File: src/rtl/operand_extender_stage_if.sv
// Handshake bundle between the operand source, the extender stage and the multiplier.
// slave = the extender stage, master = the side that drives operands and consumes results.
interface operand_extender_stage_if #(
  parameter int IN_W  = 16,
  parameter int OUT_W = 32
);
  logic             in_valid;
  logic             in_ready;
  logic [IN_W-1:0]  in_a;
  logic [IN_W-1:0]  in_b;
  logic [1:0]       in_mode;
  logic             out_valid;
  logic             out_ready;
  logic [OUT_W-1:0] out_a;
  logic [OUT_W-1:0] out_b;
  logic             out_neg;
  logic             out_zero;
  logic             out_err;

  modport slave (
    input  in_valid, in_a, in_b, in_mode, out_ready,
    output in_ready, out_valid, out_a, out_b, out_neg, out_zero, out_err
  );

  modport master (
    output in_valid, in_a, in_b, in_mode, out_ready,
    input  in_ready, out_valid, out_a, out_b, out_neg, out_zero, out_err
  );
endinterface

File: src/rtl/operand_extender_stage.sv
// Extends an operand pair to OUT_W bits (zero/sign/magnitude) and buffers the
// result with multiplier hints in a 2-entry FIFO behind a valid/ready handshake.
module operand_extender_stage #(
  parameter int IN_W  = 16,
  parameter int OUT_W = 32
) (
  input logic                     clk,
  input logic                     rst,
  operand_extender_stage_if.slave bus
);

  if (IN_W < 2 || IN_W > 63) begin : g_bad_in_w
    $error("operand_extender_stage: IN_W must be in 2..63");
  end
  if (OUT_W <= IN_W || OUT_W > 64) begin : g_bad_out_w
    $error("operand_extender_stage: OUT_W must satisfy IN_W < OUT_W <= 64");
  end

  localparam int EXT_W = OUT_W - IN_W;

  typedef struct packed {
    logic [OUT_W-1:0] a;
    logic [OUT_W-1:0] b;
    logic             neg;
    logic             zero;
    logic             err;
  } entry_t;

  entry_t          mem_q [2];
  entry_t          new_entry;
  entry_t          head;
  logic [1:0]      count_q, count_d;
  logic            wr_ptr_q, wr_ptr_d;
  logic            rd_ptr_q, rd_ptr_d;
  logic            push, pop;
  logic            a_neg, b_neg, any_zero;
  logic [IN_W-1:0] a_mag, b_mag;

  // in_ready depends only on registered count and rst, never on out_ready
  assign bus.in_ready  = (count_q != 2'd2) & ~rst;
  assign bus.out_valid = (count_q != 2'd0);
  assign push          = bus.in_valid & bus.in_ready;
  assign pop           = bus.out_valid & bus.out_ready;

  always_comb begin
    a_neg    = bus.in_a[IN_W-1];
    b_neg    = bus.in_b[IN_W-1];
    any_zero = (bus.in_a == '0) | (bus.in_b == '0);
    // -2^(IN_W-1) negates to itself, which read unsigned is the correct magnitude
    a_mag    = a_neg ? (~bus.in_a + IN_W'(1)) : bus.in_a;
    b_mag    = b_neg ? (~bus.in_b + IN_W'(1)) : bus.in_b;

    new_entry      = '0;
    new_entry.zero = any_zero;
    case (bus.in_mode)
      2'b01: begin
        new_entry.a = {{EXT_W{a_neg}}, bus.in_a};
        new_entry.b = {{EXT_W{b_neg}}, bus.in_b};
      end
      2'b10: begin
        new_entry.a   = {{EXT_W{1'b0}}, a_mag};
        new_entry.b   = {{EXT_W{1'b0}}, b_mag};
        new_entry.neg = (a_neg ^ b_neg) & ~any_zero;
      end
      2'b11: begin
        new_entry.a   = {{EXT_W{1'b0}}, bus.in_a};
        new_entry.b   = {{EXT_W{1'b0}}, bus.in_b};
        new_entry.err = 1'b1;
      end
      default: begin
        new_entry.a = {{EXT_W{1'b0}}, bus.in_a};
        new_entry.b = {{EXT_W{1'b0}}, bus.in_b};
      end
    endcase
  end

  always_comb begin
    count_d = count_q;
    case ({push, pop})
      2'b10:   count_d = count_q + 2'd1;
      2'b01:   count_d = count_q - 2'd1;
      default: count_d = count_q;
    endcase
    wr_ptr_d = wr_ptr_q ^ push;
    rd_ptr_d = rd_ptr_q ^ pop;
  end

  always_ff @(posedge clk) begin
    if (rst) begin
      count_q  <= 2'd0;
      wr_ptr_q <= 1'b0;
      rd_ptr_q <= 1'b0;
      mem_q[0] <= '0;
      mem_q[1] <= '0;
    end else begin
      count_q  <= count_d;
      wr_ptr_q <= wr_ptr_d;
      rd_ptr_q <= rd_ptr_d;
      if (push) mem_q[wr_ptr_q] <= new_entry;
    end
  end

  assign head         = mem_q[rd_ptr_q];
  assign bus.out_a    = head.a;
  assign bus.out_b    = head.b;
  assign bus.out_neg  = head.neg;
  assign bus.out_zero = head.zero;
  assign bus.out_err  = head.err;

endmodule

File: src/flat_wrapper.sv
// flat-port wrapper written by rule: the top's interface ports become plain ports
module operand_extender_stage_flat 
#(
  parameter int IN_W  = 16,
  parameter int OUT_W = 32
)
  (clk, rst, bus_in_valid, bus_in_a, bus_in_b, bus_in_mode, bus_out_ready, bus_in_ready, bus_out_valid, bus_out_a, bus_out_b, bus_out_neg, bus_out_zero, bus_out_err);
  operand_extender_stage_if #(.IN_W(IN_W), .OUT_W(OUT_W)) bus_i ();
  input logic clk;
  input logic rst;
  input wire logic [$bits(bus_i.in_valid)-1:0] bus_in_valid;
  input wire logic [$bits(bus_i.in_a)-1:0] bus_in_a;
  input wire logic [$bits(bus_i.in_b)-1:0] bus_in_b;
  input wire logic [$bits(bus_i.in_mode)-1:0] bus_in_mode;
  input wire logic [$bits(bus_i.out_ready)-1:0] bus_out_ready;
  output wire logic [$bits(bus_i.in_ready)-1:0] bus_in_ready;
  output wire logic [$bits(bus_i.out_valid)-1:0] bus_out_valid;
  output wire logic [$bits(bus_i.out_a)-1:0] bus_out_a;
  output wire logic [$bits(bus_i.out_b)-1:0] bus_out_b;
  output wire logic [$bits(bus_i.out_neg)-1:0] bus_out_neg;
  output wire logic [$bits(bus_i.out_zero)-1:0] bus_out_zero;
  output wire logic [$bits(bus_i.out_err)-1:0] bus_out_err;
  assign bus_i.in_valid = bus_in_valid;
  assign bus_i.in_a = bus_in_a;
  assign bus_i.in_b = bus_in_b;
  assign bus_i.in_mode = bus_in_mode;
  assign bus_i.out_ready = bus_out_ready;
  assign bus_in_ready = bus_i.in_ready;
  assign bus_out_valid = bus_i.out_valid;
  assign bus_out_a = bus_i.out_a;
  assign bus_out_b = bus_i.out_b;
  assign bus_out_neg = bus_i.out_neg;
  assign bus_out_zero = bus_i.out_zero;
  assign bus_out_err = bus_i.out_err;
  operand_extender_stage #(.IN_W(IN_W), .OUT_W(OUT_W)) u_core (.clk(clk), .rst(rst), .bus(bus_i));
endmodule
File: config.mk
export PLATFORM = sky130hd
export DESIGN_NAME = operand_extender_stage_flat
export DESIGN_NICKNAME = d
export VERILOG_FILES = /design/src/rtl/operand_extender_stage_if.sv /design/src/rtl/operand_extender_stage.sv /design/src/flat_wrapper.sv
export SDC_FILE = /design/constraint.sdc
export NUM_CORES = 1
export LEC_CHECK = 0
export CAP_MARGIN = 20
export CORE_AREA = 2 2 99 110
export DETAILED_ROUTE_END_ITERATION = 7
export DIE_AREA = 0 0 101 112
export GPL_TIMING_DRIVEN = 1
export PLACE_DENSITY = 0.73
export SYNTH_ARGS = -nofsm -noshare
export SYNTH_HDL_FRONTEND = slang
export SYNTH_SLANG_ARGS = --single-unit
File: constraint.sdc
create_clock -name clk -period 2.49 [get_ports clk]
set_input_delay 0.498 -clock clk [delete_from_list [all_inputs] [get_ports clk]]
set_output_delay 0.498 -clock clk [all_outputs]
set_load 0.03 [all_outputs]
==> results.py <==
metrics = {
    "outcome": {
        "status": "complete, no violations",
    },
    "critical_path": {
        "critical_path_class": "input pin to flop",
        "cp-start-kind": "input pin",
        "worstSetupEndpoint": "u_core.mem_q[1][11]",
        "timing.rr.start": "u_core.count_q[0]",
        "cp_slowest_cell": "clkdlybuf4s50_1",
        "arrival_ns": 2.53,
        "cp_data_required_time_ns": 2.57,
        "cp-startpoint": "bus_in_mode[0]",
        "rr_worst_depth": 6,
        "r2r_slack_ns": 0.59,
        "cp-end-kind": "flop",
        "r2r-end": "u_core.mem_q[0][3]",
        "crit_chain": "clkdlybuf4s50_1, inv_1, ha_1, buf_4, nor2_1, buf_4, o21ai_0, a22oi_1, nor2_1",
        "critPathMaxStageDelay_ns": 0.50,
        "path_max_fanout": 6,
    },
    "logic_synthesis": {
        "ys_types": 53,
        "syn_inst": 447,
        "avgSynthCellArea_um2": 10.24,
        "synth_common_cells": "nor2_1, edfxtp_1, mux2_2",
        "synth_edf_count": 74,
        "synth_largest_area_cell": "edfxtp_1",
        "yosysSeqAreaShare_pct": 50.31,
        "synthTopCellsByArea": "edfxtp_1, mux2_2, nor2_1",
        "synth-seq-cells": 78,
        "syn-num-nets": 491,
        "netlist_area_um2": 4576,
        "ys.flop_type": "edfxtp_1",
        "synth_top_area_share_pct": 48.56,
        "synth_most_common_cell": "nor2_1",
        "synthArstFlopShare_pct": 0,
        "yosys_warnings": 0,
    },
    "final_layout": {
        "nets": 628,
        "antenna_cells": 0,
        "drive_above_1_share_pct": 34.63,
        "n_fill_cell": 846,
        "final_core_utilization_pct": 61.76,
        "area_growth_syn_to_layout_pct": 38.31,
        "postLayoutCellArea_um2": 6329,
    },
    "global_routing": {
        "grt_overflow": 0,
        "grt_pass1_wl_mm": 19.04,
        "grt_max_degree": 39,
        "grt.met1_usage_pct": 27.75,
        "grt_pass1_vias": 3861,
        "use_met2_pct": 37.11,
        "antenna_found_initial": 0,
        "gr-usage-met3_pct": 4.708,
        "top_usage_layer": "met2",
        "grt.total_usage_pct": 21.91,
    },
    "die": {
        "fp.dieW_um": 101,
        "core_um2": 10250,
        "placement_rows": 39,
        "ios": 107,
        "dieArea_um2": 11310,
        "start_util_pct": 44.65,
        "die_h_um": 112,
    },
    "clock_tree": {
        "htreeDepth": 3,
        "clock-sinks": 78,
        "path_clk_slew_ns": 0.06,
        "cts_buffers": 9,
        "worstSkewPairLatency_ns": 0.35,
        "cts_tree": "done",
        "cts_hold_buf": 0,
        "cts_root_buf": "clkbuf_16",
        "cts_buffer_depth": 2,
    },
    "placement": {
        "placed_cell_area_um2": 5978,
        "port_buffers": 106,
        "routabilityCongestion": 0.8823,
        "hpwl_mm": 8.349,
    },
    "routing": {
        "detail_route.wl_per_cell_um": 17.02,
        "drt_iter0_drc": 199,
        "drc_errors": 0,
        "via_count": 3896,
        "first_pass_iters": 7,
        "ant_nets": 0,
        "routed_wl_mm": 12.12,
        "viasPerCell": 5.472,
    },
    "timing": {
        "max_freq_ghz": 0.4086,
        "fin_skew_ns": 0.005994,
        "tightest_slew_ns": 0.4723,
        "relSlewSlack_pct": 68.10,
        "min_period_ns": 2.448,
        "hold_ws_ns": 0.4980,
        "hold_violations": 0,
        "slew_violations": 0,
        "fin_crit_sh_pct": 98.29,
        "setup_viol": 0,
    },
    "power_and_ir_drop": {
        "power_density_nw_per_um2": 791.0,
        "leakage_uw": 0.002597,
        "vdd.ir_drop.worst_mv": 0.4083,
    },
    "min_path": {
        "min_from": "u_core.count_q[1]",
        "hold_path_class": "flop to flop",
    },
    "job": {
        "drv_cap": 0,
    },
}
[state kept, by name (all words and copies together), names as in the netlist]
| register | cells |
|---|---|
| u_core.mem_q | 74 |
| u_core.count_q | 2 |
| u_core.rd_ptr_q | 1 |
| u_core.wr_ptr_q | 1 |
[area by class of cell]
cell class              instances  area, µm²  area share, %
flip-flops and latches         78       2302          36.38
multi-input cells             295       1928          30.47
repair buffers                183       1582          24.99
clock buffers                   9      225.2          3.559
well taps                     123      153.9          2.432
clock inverters                 7      73.82          1.166
inverters                      17      63.81          1.008
[worst max-delay path, delay by kind of cell]
family | cells | cell delay (ns)
adders and majority gates | 1 | 0.37
AOI/OAI and AO/OA | 2 | 0.40
buffers and inverters | 4 | 0.93
and+or+nand+nor | 2 | 0.33
[cells by family after synthesis]
kind of cell	after synthesis	share of synthesized area, %
flip-flops	78	50.31
XOR/XNOR	4	0.7658
AO/OA/AOI/OAI	77	11.49
adder cells (fa/ha/maj)	6	1.641
multiplexers	38	9.325
AND/OR/NAND/NOR	170	17.91
buffers and inverters	74	8.559
[how the worst min path moves through the flow]
stage | end | slack [ns] | cells past startpoint
3_3_place_gp | u_core.wr_ptr_q | 0.47 | 2
3_5_place_dp | u_core.count_q[1] | 0.49 | 2
2_1_floorplan | u_core.wr_ptr_q | 0.45 | 2
5_1_grt | u_core.count_q[1] | 0.53 | 2
6_report | u_core.count_q[1] | 0.50 | 2
4_1_cts | u_core.count_q[1] | 0.50 | 2
[cell usage in the layout, fill, tap and decap left out, drive strengths merged, types with 9 or more instances in the layout]
master         Yosys  layout
buf               35     131
nor2              83      83
edfxtp            74      74
clkdlybuf4s50      0      46
mux2              37      37
nor3              19      19
nand2             18      18
o21ai             18      18
inv               17      18
a21oi             14      14
a211oi            10      10
clkbuf            22       9
[layer usage]
metal / wire, µm / vias up
li1: - / 1874
met1: 5038 / 1863
met2: 6148 / 143
met3: 728 / 16
met4: 201 / 0
met5: 0 / -
[report_power, final]
group / internal (µW) / total, µW / switching [µW] / leakage, µW
combinational: 862 / 2070 / 1210 / 0.00164
clock: 779 / 1320 / 543 / 0.000146
sequential: 1570 / 1610 / 42.1 / 0.000808
total: 3210 / 5010 / 1790 / 0.00260
[metrics by stage]
step | TNS (ns) | total power [µW] | setup WS (ns) | cells
after floorplan | 0 | 3029 | 0.03755 | 447
after CTS | 0 | 5031 | 0.03663 | 712
after detailed placement | -13.85 | 3709 | -0.3611 | 696
after global placement | -11.88 | 3683 | -0.3355 | 696
final | 0 | 5006 | 0.04247 | 712
after global routing | -0.01093 | 5207 | -0.01093 | 712
[repair_timing]
action | CTS | global route
buffers inserted | 0 | 0
resized for setup | 1 | 14
pin swaps | 0 | 4
endpoints found under the setup margin | 2 | 21
(Power assumes the default switching activity.)
